$ cat src/rtl/exec_sequencer.sv
// Multi-cycle control FSM that sequences a single-cycle execute unit.
// Owns PC, IR, latched load data, retire count and the halted state; shares one memory port.
module exec_sequencer #(
  parameter logic [15:0] PC_RESET = 16'h0000,
  parameter logic [15:0] PC_STEP  = 16'd1
) (
  input  logic        clk,
  input  logic        rst,
  output logic        mem_req,
  output logic        mem_we,
  output logic [15:0] mem_addr,
  output logic [31:0] mem_wdata,
  input  logic [31:0] mem_rdata,
  input  logic        mem_ready,
  output logic [31:0] ir,
  output logic [15:0] pc,
  output logic [31:0] load_data,
  input  logic        ex_reg_write_en,
  input  logic [31:0] ex_rd_value,
  input  logic        ex_mem_read_en,
  input  logic        ex_mem_write_en,
  input  logic [31:0] ex_mem_addr,
  input  logic [31:0] ex_mem_data_out,
  input  logic        ex_branch_taken,
  input  logic [15:0] ex_branch_target,
  input  logic        ex_halt,
  output logic        rf_we,
  output logic [3:0]  rf_waddr,
  output logic [31:0] rf_wdata,
  output logic        halted,
  output logic [2:0]  state,
  output logic [31:0] retired
);
  localparam int unsigned XLEN = 32;
  localparam int unsigned AW   = 16;
  localparam logic [XLEN-1:0] NOP_IR = 32'hF000_0000;

  typedef enum logic [2:0] {
    S_FETCH   = 3'd0,
    S_DECODE  = 3'd1,
    S_EXECUTE = 3'd2,
    S_MEM     = 3'd3,
    S_WB      = 3'd4,
    S_HALTED  = 3'd5
  } state_t;

  state_t          state_q, state_d;
  logic [AW-1:0]   pc_q, pc_d;
  logic [XLEN-1:0] ir_q, ir_d;
  logic [XLEN-1:0] load_q, load_d;
  logic [XLEN-1:0] retired_q, retired_d;

  // Only the low half of the execute unit's data address reaches the memory port.
  logic unused_addr_hi;
  assign unused_addr_hi = ^ex_mem_addr[XLEN-1:AW];

  always_ff @(posedge clk) begin
    if (rst) begin
      state_q   <= S_FETCH;
      pc_q      <= PC_RESET;
      ir_q      <= NOP_IR;
      load_q    <= '0;
      retired_q <= '0;
    end else begin
      state_q   <= state_d;
      pc_q      <= pc_d;
      ir_q      <= ir_d;
      load_q    <= load_d;
      retired_q <= retired_d;
    end
  end

  always_comb begin
    state_d   = state_q;
    pc_d      = pc_q;
    ir_d      = ir_q;
    load_d    = load_q;
    retired_d = retired_q;
    mem_req   = 1'b0;
    mem_we    = 1'b0;
    mem_addr  = '0;
    mem_wdata = '0;
    rf_we     = 1'b0;

    case (state_q)
      S_FETCH: begin
        mem_req  = 1'b1;
        mem_addr = pc_q;
        if (mem_ready) begin
          ir_d    = mem_rdata;
          state_d = S_DECODE;
        end
      end
      S_DECODE: state_d = S_EXECUTE;
      S_EXECUTE: begin
        if (ex_halt)                              state_d = S_HALTED;
        else if (ex_mem_read_en || ex_mem_write_en) state_d = S_MEM;
        else                                      state_d = S_WB;
      end
      S_MEM: begin
        mem_req   = 1'b1;
        mem_we    = ex_mem_write_en;
        mem_addr  = ex_mem_addr[AW-1:0];
        mem_wdata = ex_mem_data_out;
        if (mem_ready) begin
          if (!ex_mem_write_en) load_d = mem_rdata;
          state_d = S_WB;
        end
      end
      S_WB: begin
        rf_we     = ex_reg_write_en;
        pc_d      = ex_branch_taken ? ex_branch_target : AW'(pc_q + PC_STEP);
        retired_d = XLEN'(retired_q + 32'd1);
        state_d   = S_FETCH;
      end
      S_HALTED: state_d = S_HALTED;
      default:  state_d = S_FETCH;
    endcase

    // Requests and strobes are quiet while reset is held, so a pending access is abandoned.
    if (rst) begin
      mem_req   = 1'b0;
      mem_we    = 1'b0;
      mem_addr  = '0;
      mem_wdata = '0;
      rf_we     = 1'b0;
    end
  end

  assign ir        = ir_q;
  assign pc        = pc_q;
  assign load_data = load_q;
  assign retired   = retired_q;
  assign state     = state_q;
  assign halted    = (state_q == S_HALTED);
  assign rf_waddr  = ir_q[27:24];
  assign rf_wdata  = ex_rd_value;

endmodule

$ cat config.mk
export PLATFORM = sky130hd
export DESIGN_NAME = exec_sequencer
export DESIGN_NICKNAME = d
export VERILOG_FILES = /design/src/rtl/exec_sequencer.sv
export SDC_FILE = /design/constraint.sdc
export NUM_CORES = 1
export LEC_CHECK = 0
export CORE_ASPECT_RATIO = 0.5
export CORE_MARGIN = 2
export CORE_UTILIZATION = 33
export DETAILED_ROUTE_END_ITERATION = 10
export GPL_ROUTABILITY_DRIVEN = 0
export PLACE_DENSITY = 0.87
export SETUP_SLACK_MARGIN = 0.05
export SYNTH_ARGS = -nofsm -noshare
export SYNTH_HDL_FRONTEND = slang
export SYNTH_SLANG_ARGS = --single-unit
$ cat constraint.sdc
create_clock -name clk -period 2.2 [get_ports clk]
set_input_delay 0.33 -clock clk [delete_from_list [all_inputs] [get_ports clk]]
set_output_delay 0.33 -clock clk [all_outputs]
set_load 0.01 [all_outputs]
Word-level counts from Yosys, hierarchy flattened
Index checks and enable logic that the tools add are counted.
- input port bits: 152
- logic and storage cells: 37
- output and inout port bits: 203
- bits in registers: 115
- equality and inequality tests: 7
- $add $sub $neg: 2
- bitwise gates (word level): 1
- multiplexer cells: 16
- reductions and logical operators: 6
- operator list (cell ; count):
    $mux W32 ; 2
    $add A32 B1 Y32 const B ; 1
    $mux W16 ; 2
    $pmux W16 S2 ; 1
    $add A16 B1 Y16 const B ; 1
    $pmux W3 S5 ; 1
    $mux W3 ; 4
    $eq A3 B2 Y1 const B ; 2
    $eq A3 B3 Y1 const B ; 2
    $mux W1 ; 6
    $ne A2 B2 Y1 const B ; 2
    $reduce_and A2 Y1 ; 2
    $eq A3 B1 Y1 const B ; 1
    $logic_not A3 Y1 ; 1
    $reduce_and A3 Y1 ; 1
    $reduce_or A2 Y1 ; 1
    $logic_or A1 B1 Y1 ; 1
    $not A1 Y1 ; 1

Longest topological paths before layout
- depth in word-level cells: 4
- gate-level depth with buffers: 7
- gate-level depth less buffers: 5

Worst setup path before layout
OpenSTA, ideal clock, no wires.
- kind: register to register
- from: register state_q[2], in the netlist state[2]
- to: register retired_q[30], in the netlist retired[30]
- required time: 2.079 ns
- path slack: -0.065 ns
- period minus slack after synthesis: 2.265 ns
- path buffers: 2
- library setup time: 0.121 ns
- arrival time: 2.144 ns
- cell stages (with the launch flop): 7
- path through: dfxtp_1 buf_4 or3b_1 or4_4 buf_6 nor4_1 mux2_2
- word-level cells in the longest chain between the ends: 1
- RTL lines (element ; RTL line ; RTL):
    from (decl) ; 47 ; state_t state_q, state_d;
    from (signal assigned) ; 65 ; state_q <= state_d;
    $eq A3 B3 Y1 ; 85 ; case (state_q)
    to (signal assigned) ; 69 ; retired_q <= retired_d;
    to (decl) ; 51 ; logic [XLEN-1:0] retired_q, retired_d;
Every way passes these cells.
A chain may end at the register's enable or synchronous reset.

Worst setup path in the final report
- from: register state_q[2], in the netlist state[2]
- to: output port mem_wdata[4]
- word-level cells in the longest chain between the ends: 3
- RTL lines (element ; RTL line ; RTL):
    $eq A3 B2 Y1 ; 85 ;
    $mux W32 ; 85 ;
    $mux W32 ; 121 ; if (rst) begin
    to (decl) ; 12 ; output logic [31:0] mem_wdata,
Every way passes these cells.

==> impl_metrics.yaml <==
status:
  outcome: "complete, but fails checks"
  violations: "negative setup slack"
global_route:
  grt_pass1_wl_um: 31400
  grt_overflow: 0
  grt_pass1_vias: 6024
  grt_use_total_pct: 22.0
  grt_max_degree: 86
  grt_antenna_before_repair: 0
worst_setup_path:
  crit_type: "reg -> out"
  startpoint_type: "flip-flop"
  critPathMaxFanout: 6
  crit_path_start: "state[2]$_SDFFE_PP0P_"
  worstPathRequired_ps: 1870
  r2r_start: "state[0]$_SDFFE_PP0P_"
  setup.worst_path.end_class: "primary output"
  rr_worst_depth: 6
  cp.arrival_ps: 1930
  r2r_setup_slack_ps: 80
  r2r_end: "pc[15]$_SDFFE_PP0N_"
yosys:
  synthCells: 723
  synthAdderAreaFrac_pct: 0.448
  synth_area_um2: 5580
  synthFlopType: "dfxtp_1"
  synth_top_family_by_area: "simple AND/OR/NAND/NOR gates"
  synth_compound_area_share_pct: 18.4
  ys_ff_latch: 115
  synth.distinct_cells: 46
  synthXorXnorAreaFrac_pct: 1.73
  yosys.area_share.simple_pct: 27.9
  yosysSeqAreaShare_pct: 41.2
  synthArstFlopShare_pct: 0
  syn_nets: 877
  ys_warn_count: 0
  synthMuxAreaShare_pct: 0.762
  synth_edf_count: 0
  avgSynthCellArea_um2: 7.72
timing:
  maxSlewHeadroom_pct: 39.9
  hold_violations: 0
  timing.hold.ws_ps: 453
  grt_setup_unrepaired: "true"
  setup_viol: 10
  fin_crit_ps: 2260
  worst_pin_slew_ps: 902
  fin_ws_ps: -57.1
  skew_ps: 9.02
  fin_crit_sh_pct: 103
  max_freq_ghz: 0.443
  slew_violations: 0
floorplan:
  start_util_pct: 33.9
  die_w_um: 188
  num_io_pins: 355
  core-area_um2: 16500
  die_y_um: 96.0
  die_area_um2: 18000
  num_rows: 33
place:
  place_hpwl_um: 13700
  portBuffers: 274
pwr:
  switchingPower_w: 0.00142
  combPwrFrac_pct: 13.5
  p_per_area_nw_per_um2: 590
  p_clk_share_pct: 48.0
  p_int_w: 0.00425
  swShare_pct: 25.0
  p_seq_share_pct: 38.5
  fin_total_pwr_w: 0.00567
  vdd_drop_max_mv: 0.614
  p_leak_nw: 3.52
min_path:
  hold_depth: 2
  min_from: "ir[1]$_SDFFE_PP0P_"
  min_to: "ir[1]$_SDFFE_PP0P_"
  hold_class: "reg -> reg"
clock_network:
  cts_inserted_buffers: 17
  clock_latency_ps: 400
  htreeDepth: 4
  root_buffer: "clkbuf_16"
  cts.sinks: 115
  cts_tree: "yes"
  clockBufferDepth: 2
  clk_pin_slew_ps: 60
finish:
  fill_cells: 1373
  antenna-diode-count: 0
  drive_gt1_share_pct: 20.5
  syn2layout_area_growth_pct: 72.1
  finish.utilization_pct: 58.3
  final_nets: 1138
routing:
  drt_wl_total_um: 21100
  dr_total_vias: 6417
  wl_per_cell_um: 17.3
  drt_pass1_iterations: 5
  drc: 0
  viasPerCell: 5.24
  drt_iter0_drc: 412
  antenna_left: 0
job:
  max_cap_violations: 0
-- placed cells by master (no fill, tap or decap), drive strengths merged, types with 2 or more instances in the layout --
cell type / count
a211o: 2
a211oi: 2
nand4: 11
nor2: 24
nand3b: 4
a31oi: 8
and4: 4
clkinvlp: 2
a21oi: 91
dlygate4sd2: 2
xor2: 4
and2: 33
bufinv: 2
nor4: 9
a22o: 16
mux2i: 2
mux2: 2
nand2: 157
buf: 109
nor4b: 2
xnor2: 7
inv: 13
o41ai: 3
clkinv: 8
or4: 16
and3: 8
nor2b: 3
a22oi: 3
nand3: 17
clkdlybuf4s50: 221
o31ai: 15
clkbuf: 19
ha: 2
o21ai: 21
dfxtp: 115
nor3b: 5
nor3: 10
a21o: 4
or3: 11
or2: 2
-- logic make-up after synthesis --
logic type	count (synthesis)
xor gates and xnor gates	11
and+or+nand+nor	318
buffers and inverters	102
AOI/OAI and AO/OA	171
DFF	115
adders and majority gates	2
muxes	4
-- layer usage --
metal | part of all wire, % | routed length (um) | global-route usage, %
met1 | 40 | 8540 | 26.1
met2 | 51 | 10700 | 39.1
met3 | 6.6 | 1400 | 5.43
met4 | 2.4 | 513 | 8.79
met5 | 0 | 0 | 0
-- layout make-up --
| type | count | area (um2) | share of cell area, % |
|---|---|---|---|
| well taps | 227 | 284 | 2.96 |
| inverters | 11 | 41.3 | 0.430 |
| flip-flops and latches | 115 | 2310 | 24.0 |
| clock inverters | 14 | 158 | 1.64 |
| multi-input cells | 506 | 2950 | 30.7 |
| repair buffers | 333 | 3440 | 35.8 |
| clock buffers | 18 | 429 | 4.47 |
-- per-stage QoR --
stage          setup WS, ps  instance area, um2  instances  TNS [ps]
2_1_floorplan          54.8                5610        723         0
3_3_place_gp           13.7                8400       1161         0
3_5_place_dp           16.8                8400       1161         0
4_1_cts               -87.2                9330       1226      -704
5_1_grt                -135                9610       1224     -2030
6_report              -57.1                9610       1224      -231
-- power groups by stage --
| stage | clock network [W] | logic [W] | registers, W |
|---|---|---|---|
| global placement | 0 | 0.000659 | 0.00222 |
| finish | 0.00272 | 0.000767 | 0.00218 |
| floorplan | 0 | 0.000285 | 0.00225 |
| global route | 0.00289 | 0.000814 | 0.00219 |
| CTS | 0.00276 | 0.000752 | 0.00218 |
| detailed placement | 0 | 0.000675 | 0.00223 |
-- worst max-delay path by stage --
stage	endpoint	cells past startpoint
after floorplan	retired[30]$_SDFFE_PP0N_	6
after global placement	retired[19]$_SDFFE_PP0N_	5
after detailed placement	retired[13]$_SDFFE_PP0N_	5
after CTS	mem_wdata[4]	10
after global routing	mem_addr[13]	7
final	mem_wdata[4]	10
-- registers in the layout (all words and copies together) (netlist names) --
signal and flops:
ir 32, load_data 32, retired 32, pc 16
state 3
-- critical path: stages (launching register included) --
cell     delay, ps
dfxtp_2        320
buf_6          120
buf_12         120
nor3_4         180
buf_12         140
buf_12         110
buf_12         110
buf_16         110
buf_6           90
and2_4         120
buf_6          100
-- cells in the mapped netlist (2+ instances only) --
| library cell | n | area (um2) |
|---|---|---|
| dfxtp_1 | 115 | 2300 |
| ha_1 | 2 | 25.0 |
| clkbuf_1 | 50 | 188 |
| or4_1 | 15 | 113 |
| buf_4 | 37 | 278 |
| nand3b_1 | 4 | 30.0 |
| or2_2 | 2 | 12.5 |
| inv_1 | 11 | 41.3 |
| nor3b_1 | 5 | 37.5 |
| nor2_1 | 24 | 90.1 |
| a21oi_1 | 91 | 455 |
| and3_1 | 8 | 50.1 |
| a21o_1 | 4 | 30.0 |
| o41ai_1 | 3 | 26.3 |
| nand3_1 | 17 | 85.1 |
| or3_1 | 11 | 68.8 |
| nor3_1 | 10 | 50.1 |
| mux2_2 | 2 | 22.5 |
| nor2b_1 | 3 | 18.8 |
| nand2_1 | 157 | 589 |
| mux2i_1 | 2 | 20.0 |
| xor2_1 | 4 | 35.0 |
| a211oi_1 | 2 | 15.0 |
| xnor2_1 | 7 | 61.3 |
| a211o_1 | 2 | 17.5 |
| o21ai_0 | 21 | 105 |
| nor4b_1 | 2 | 17.5 |
| a31oi_1 | 8 | 50.1 |
| nand4_1 | 11 | 68.8 |
| a22oi_1 | 3 | 22.5 |
| and4_1 | 4 | 35.0 |
| a22o_1 | 16 | 140 |
| buf_2 | 3 | 15.0 |
| o31ai_1 | 15 | 113 |
| and2_1 | 33 | 206 |
| nor4_1 | 9 | 56.3 |
-- timing repair --
| item | CTS | global route |
|---|---|---|
| endpoints found under the setup margin | 59 | 59 |
| resized for setup | 240 | 73 |
| buffers inserted | 26 | 0 |
| cloned | 7 | 1 |
| pin swaps | 22 | 41 |
| hold buffers | 0 | 0 |
No activity file was read; power rests on OpenSTA's default activity.
